File: src/rtl/keystream_xor_pkg.sv
// rtl/keystream_xor_pkg.sv - shared cipher constants and FSM state encoding
package keystream_xor_pkg;

  localparam int BYTE_W = 8;
  localparam int CNT_W  = 4;

  typedef enum logic [1:0] {
    IDLE  = 2'd0,
    RUN   = 2'd1,
    FLUSH = 2'd2,
    FIN   = 2'd3
  } state_t;

endpackage

File: src/rtl/ks_deserializer.sv
// rtl/ks_deserializer.sv - gathers serial keystream bits LSB-first into a byte
module ks_deserializer
  import keystream_xor_pkg::*;
(
  input  logic              clk,
  input  logic              reset,
  input  logic              clear,
  input  logic              shift,
  input  logic              bit_in,
  output logic [BYTE_W-1:0] data,
  output logic              full
);

  logic [CNT_W-1:0] cnt;

  // Count saturates at BYTE_W so a ninth bit can never be taken before a clear.
  assign full = (cnt == CNT_W'(BYTE_W));

  // Shift register: the first accepted bit lands in data[0]; clear restarts the byte.
  always_ff @(posedge clk or posedge reset) begin
    if (reset) begin
      cnt  <= '0;
      data <= '0;
    end else if (clear) begin
      cnt <= '0;
    end else if (shift && !full) begin
      data[cnt[2:0]] <= bit_in;
      cnt            <= cnt + CNT_W'(1);
    end
  end

endmodule

File: src/rtl/keystream_xor.sv
// rtl/keystream_xor.sv - XORs a byte stream with a serially delivered keystream
module keystream_xor
  import keystream_xor_pkg::*;
#(
  parameter int LEN_W = 16
) (
  input  logic              clk,
  input  logic              reset,
  input  logic              start,
  input  logic [LEN_W-1:0]  len,
  input  logic              ks_bit,
  input  logic              ks_valid,
  output logic              ks_ready,
  input  logic [BYTE_W-1:0] pt_data,
  input  logic              pt_valid,
  output logic              pt_ready,
  output logic [BYTE_W-1:0] ct_data,
  output logic              ct_valid,
  input  logic              ct_ready,
  output logic              busy,
  output logic              done
);

  state_t            state;
  logic [LEN_W-1:0]  bytes_left;
  logic [BYTE_W-1:0] ks_byte;
  logic              ks_full;
  logic              ks_fire;
  logic              combine;
  logic              ct_take;
  logic              des_clear;

  // Keystream is only pulled while a message runs and the current byte is incomplete.
  assign ks_ready  = (state == RUN) && !ks_full;
  assign ks_fire   = ks_valid && ks_ready;

  // A combine needs a full keystream byte, a plaintext byte and room in the output slot.
  assign combine   = (state == RUN) && ks_full && pt_valid && (!ct_valid || ct_ready);
  assign pt_ready  = combine;
  assign ct_take   = ct_valid && ct_ready;
  assign busy      = (state != IDLE);

  // Restart byte gathering on every new message and after each combine.
  assign des_clear = combine || ((state == IDLE) && start);

  ks_deserializer u_des (
    .clk    (clk),
    .reset  (reset),
    .clear  (des_clear),
    .shift  (ks_fire),
    .bit_in (ks_bit),
    .data   (ks_byte),
    .full   (ks_full)
  );

  // Message sequencing: length capture, per-byte countdown, drain and completion pulse.
  always_ff @(posedge clk or posedge reset) begin
    if (reset) begin
      state      <= IDLE;
      bytes_left <= '0;
      done       <= 1'b0;
    end else begin
      done <= 1'b0;
      case (state)
        IDLE: begin
          if (start) begin
            if (len == '0) begin
              state <= FIN;
              done  <= 1'b1;
            end else begin
              state      <= RUN;
              bytes_left <= len;
            end
          end
        end
        RUN: begin
          if (combine) begin
            if (bytes_left != '0) begin
              bytes_left <= bytes_left - LEN_W'(1);
            end
            if (bytes_left <= LEN_W'(1)) begin
              state <= FLUSH;
            end
          end
        end
        FLUSH: begin
          if (!ct_valid || ct_ready) begin
            state <= FIN;
            done  <= 1'b1;
          end
        end
        FIN: begin
          state <= IDLE;
        end
        default: begin
          state <= IDLE;
        end
      endcase
    end
  end

  // Output slot: loaded on combine, held until the downstream takes it.
  always_ff @(posedge clk or posedge reset) begin
    if (reset) begin
      ct_data  <= '0;
      ct_valid <= 1'b0;
    end else if (combine) begin
      ct_data  <= pt_data ^ ks_byte;
      ct_valid <= 1'b1;
    end else if (ct_take) begin
      ct_valid <= 1'b0;
    end
  end

endmodule

File: config.mk
export PLATFORM = sky130hd
export DESIGN_NAME = keystream_xor
export DESIGN_NICKNAME = d
export VERILOG_FILES = /design/src/rtl/keystream_xor_pkg.sv /design/src/rtl/ks_deserializer.sv /design/src/rtl/keystream_xor.sv
export SDC_FILE = /design/constraint.sdc
export NUM_CORES = 1
export LEC_CHECK = 0
export BUFFER_PORTS_ARGS = -buffer_cell sky130_fd_sc_hd__clkbuf_2
export CAP_MARGIN = 0
export CELL_PAD_IN_SITES_DETAIL_PLACEMENT = 1
export CELL_PAD_IN_SITES_GLOBAL_PLACEMENT = 2
export CORE_MARGIN = 8
export CORE_UTILIZATION = 30
export DETAILED_ROUTE_END_ITERATION = 6
export GPL_ROUTABILITY_DRIVEN = 0
export PLACE_DENSITY_LB_ADDON = 0.1
export SLEW_MARGIN = 10
export SYNTH_ARGS = -nofsm -noshare
export SYNTH_HDL_FRONTEND = slang
export SYNTH_SLANG_ARGS = --single-unit
File: constraint.sdc
create_clock -name clk -period 2.4 [get_ports clk]
set_input_delay 0.12 -clock clk [delete_from_list [all_inputs] [get_ports clk]]
set_output_delay 0.12 -clock clk [all_outputs]
set_load 0.05 [all_outputs]
==> results.md <==
Clock tree:
- The clock latency on the worst-skew pair is 0.30 ns.
- The number of setup buffers added after CTS is 0.
- Buffers inserted during clock tree synthesis total 5.
- TritonCTS built the clock tree.
- The tree is rooted in a clkbuf_8.
- The level count of the clock H-tree is 2.
- The longest clock path from root to sink contains 2 buffers.
- The number of sinks on the clock net is 40.
- Clock-pin slew was measured on the worst setup and hold paths at 0.09 ns.

Layout:
- Once layout is complete, the cells apart from fillers number 398.
- In the final layout, the share of cells above drive strength 1 is 0.250.
- Relative to the synthesized area, the layout overhead comes to 22.6%.
- With fillers left out, the area of the finished cells amounts to 2850 um^2.
- The number of diodes is 0.
- The leading cell type in the layout, fill and taps excluded is clkbuf_2.
- The final core area utilization is 0.374.
- The filler cells instantiated in the layout total 916.
- The library cells used most frequently in the layout, excluding fill and tap cells, are 42 x clkbuf_2, 40 x dfrtp_1, 31 x nor2_1.
- After the last flow step, the layout net total stands at 334.

Critical path:
- The endpoint arrival time on the critical path is 2.37 ns.
- Walking the worst path, the cells encountered are inv_1 > ha_1 > buf_4 > nand2_1 > o221ai_2 > buf_12 > a21oi_1 > o221a_2.
- At the worst endpoint, the required time is 2.59 ns.
- The worst setup path is captured at a register.
- The cell type group with the largest total delay on the critical path is buffers and inverters.
- On the worst path, the slowest cell contributes a delay of 0.44 ns.
- The maximum fanout along the worst path is 46.
- The start-to-end type of the worst setup path is reg2reg.
- The slowest library cell on the worst path is buf_4.
- The worst setup path is launched from a register.
- The worst path buffer plus inverter count is 3.

Power and ir drop:
- The power density of the placed cells is 1240 nW/um^2.
- Summed over all cells, the static leakage comes to 0.00125 uW.
- The worst-case IR drop observed on VDD is 0.762 mV.
- Overall power consumption after layout is estimated at 3540 uW.

Drt:
- Detailed routing inserted a total of 1961 vias.
- The amount of wire on met3 after detailed routing is 228 um.
- Routed signal wires occupy layers up through met4.
- The final layout contains routed wiring with a total length of 6.18 mm.
- After detailed routing, the wire length on met1 is 3.25 mm.
- After detailed routing, the number of vias per cell comes to 4.93.
- The detail-routed net length per standard cell is 15.5 um.
- The count of nets left with antenna violations once routing finished came out at 0.
- The wire length on met2 is 2.66 mm.
- In the routed design, unresolved DRC markers number 0.
- For this block, the initial DRC count from the detailed router was 71.
- The iteration count of the initial detailed-routing pass is 4.

GRT:
- The number of antenna violations at the first check in global routing is 0.
- The number of global-route vias before repair was 2064.
- The global-route wire length before repair is 10.8 mm.
- Entering global routing, the biggest net connects 47 pins.
- For this run, the total global-route usage over all layers was measured as 0.120.
- The global-route congestion overflow total is 0.

Place:
- The HPWL after detailed placement is 4.66 mm.
- The number of placed instances, taps included, is 389.
- The count of input and output buffers is 43.
- The cell area after placement is 2720 um^2.

Timing:
- The final worst-path cycle share is 0.910.
- The number of max-slew violations in the final report is 0.
- The shortest period the worst path allows is 2.18 ns.
- The final total negative setup slack is 0 ns.
- The worst relative slew slack is 0.641.
- The fmax is 458 MHz.
- Setup repair after global routing left no endpoint under its margin.
- For the pin with the worst max-slew slack, the measured transition is 0.539 ns.
- The number of hold violations in the final report came to 0.
- The post-route clock skew is 0.00806 ns.
- Setup violations remaining at the end of the flow were counted as 0.

Synthesis:
- The netlist area before placement is 2320 um^2.
- Of the synthesized area, sequential elements account for 0.431.
- The async set-reset flop share out of synthesis is 1.00.
- During synthesis, Yosys emitted a total of 0 warnings.
- The number of nets handed over by synthesis was 284.
- The register bit total from synthesis is 40.
- The cell count after synthesis is 245.
- The number of synthesized flops with an enable pin is 0.
- A synthesized cell averages 9.48 um^2.
- Among all flip-flop cells after synthesis, the most frequent one is dfrtp_1.
- Counting distinct cell types in the post-synthesis netlist gives 44.

Outcome:
- The flow ran to the end, and the final reports show no timing, DRC or antenna violations.

Floorplan:
- The die outline area is 10800 um^2.
- The floorplan step set the die height to 104 um.
- The placement row count is 32.
- The area of the placeable core is 7610 um^2.
- The die extent in x is 104 um.
- The I/O pin count is 44.
- For this configuration, the core starts out at a cell density of 0.305.

Job:
- The max-cap check violation count is 0.

Min path:
- The kind of path behind the tightest hold check is in2reg.
==> worst paths after layout <==
path	startpoint	to	slack, ns	cells after the start
worst max-delay path	state[1]$_DFFE_PP0P_	bytes_left[15]$_DFFE_PP0P_	0.22	8
worst min-delay path	pt_data[3]	ct_data[3]$_DFFE_PP0P_	0.10	3
worst max register to register	state[1]$_DFFE_PP0P_	bytes_left[15]$_DFFE_PP0P_	0.22	8
worst min register to register	ct_data[1]$_DFFE_PP0P_	ct_data[1]$_DFFE_PP0P_	0.53	2
max in group asynchronous	reset	bytes_left[7]$_DFFE_PP0P_	1.55	4
min in group asynchronous	reset	bytes_left[11]$_DFFE_PP0P_	0.46	4
==> cell families (layout without fill, tap and decap cells) <==
kind of cell    after synthesis  after routing  share of synthesized area
flops                        40             40                      0.431
fa+ha+maj                     8              8                     0.0431
simple gates                 91             91                      0.207
xor+xnor                     11             11                     0.0415
compound gates               60             60                      0.180
mux                          13             13                     0.0603
buf+inv                      22             73                     0.0361
==> repair_timing <==
item / in CTS / in global routing
gates resized for setup: 0 / 0
hold buffers: 1 / 0
endpoints found under the hold margin: 40 / 0
==> tightest hold or removal path: cells and delay by family <==
kind                   cells  cell delay [ns]
AO/OA/AOI/OAI              1             0.06
XOR/XNOR                   1             0.10
buffers and inverters      1             0.08
==> report_power, final <==
| group | switching [uW] | leakage [uW] | internal [uW] | total, uW |
|---|---|---|---|---|
| combinational | 1040 | 0.000704 | 686 | 1720 |
| clock | 273 | 0.0000583 | 314 | 587 |
| sequential | 268 | 0.000491 | 962 | 1230 |
==> state kept, by name (all words and copies together), names as in the netlist <==
signal	count
ct_data	8
done	1
bytes_left	16
u_des.data	8
ct_valid	1
state	2
u_des.cnt	4
==> layer usage <==
metal	track usage	vias to the layer above
met5	0	-
met4	0.0279	0
met3	0.0297	4
met2	0.177	30
met1	0.169	936
li1	-	991
==> final cells by class <==
cell class,count,area (um^2),share of cell area
clock inverter,3,47.5,0.0167
clock buffer,5,68.8,0.0242
inverter,12,45.0,0.0158
timing repair buffer,53,320,0.112
multi-input combinational,183,1240,0.435
tap,102,128,0.0448
sequential,40,1000,0.351
==> cells in the mapped netlist (2+ instances only) <==
| master | instances | share of area |
|---|---|---|
| dfrtp_1 | 40 | 0.43 |
| nor2_1 | 31 | 0.050 |
| a21oi_1 | 22 | 0.047 |
| nand2_1 | 21 | 0.034 |
| inv_1 | 12 | 0.019 |
| clkbuf_1 | 9 | 0.015 |
| o22a_1 | 9 | 0.034 |
| xnor2_1 | 9 | 0.034 |
| ha_1 | 8 | 0.043 |
| mux2_2 | 8 | 0.039 |
| nor4_1 | 6 | 0.016 |
| o21ai_0 | 6 | 0.013 |
| a2bb2oi_1 | 5 | 0.019 |
| mux2i_1 | 5 | 0.022 |
| or3_1 | 5 | 0.013 |
| a41oi_1 | 4 | 0.015 |
| nand3_1 | 4 | 0.0086 |
| and3_1 | 3 | 0.0081 |
| nand2b_1 | 3 | 0.0081 |
| nor2b_1 | 3 | 0.0081 |
| nor3_1 | 3 | 0.0065 |
| o22ai_1 | 3 | 0.0081 |
| a31oi_1 | 2 | 0.0054 |
| nand4_1 | 2 | 0.0054 |
| or4_1 | 2 | 0.0065 |
| xor2_1 | 2 | 0.0075 |
==> stage by stage <==
| stage | setup WS, ns | hold WS [ns] |
|---|---|---|
| after floorplan | 0.186 | 0.272 |
| after global placement | 0.246 | 0.273 |
| after detailed placement | 0.217 | 0.277 |
| after CTS | 0.195 | 0.0915 |
| after global routing | 0.0116 | 0.105 |
| final | 0.215 | 0.103 |
Note: power is estimated with default switching activity, not from simulation.
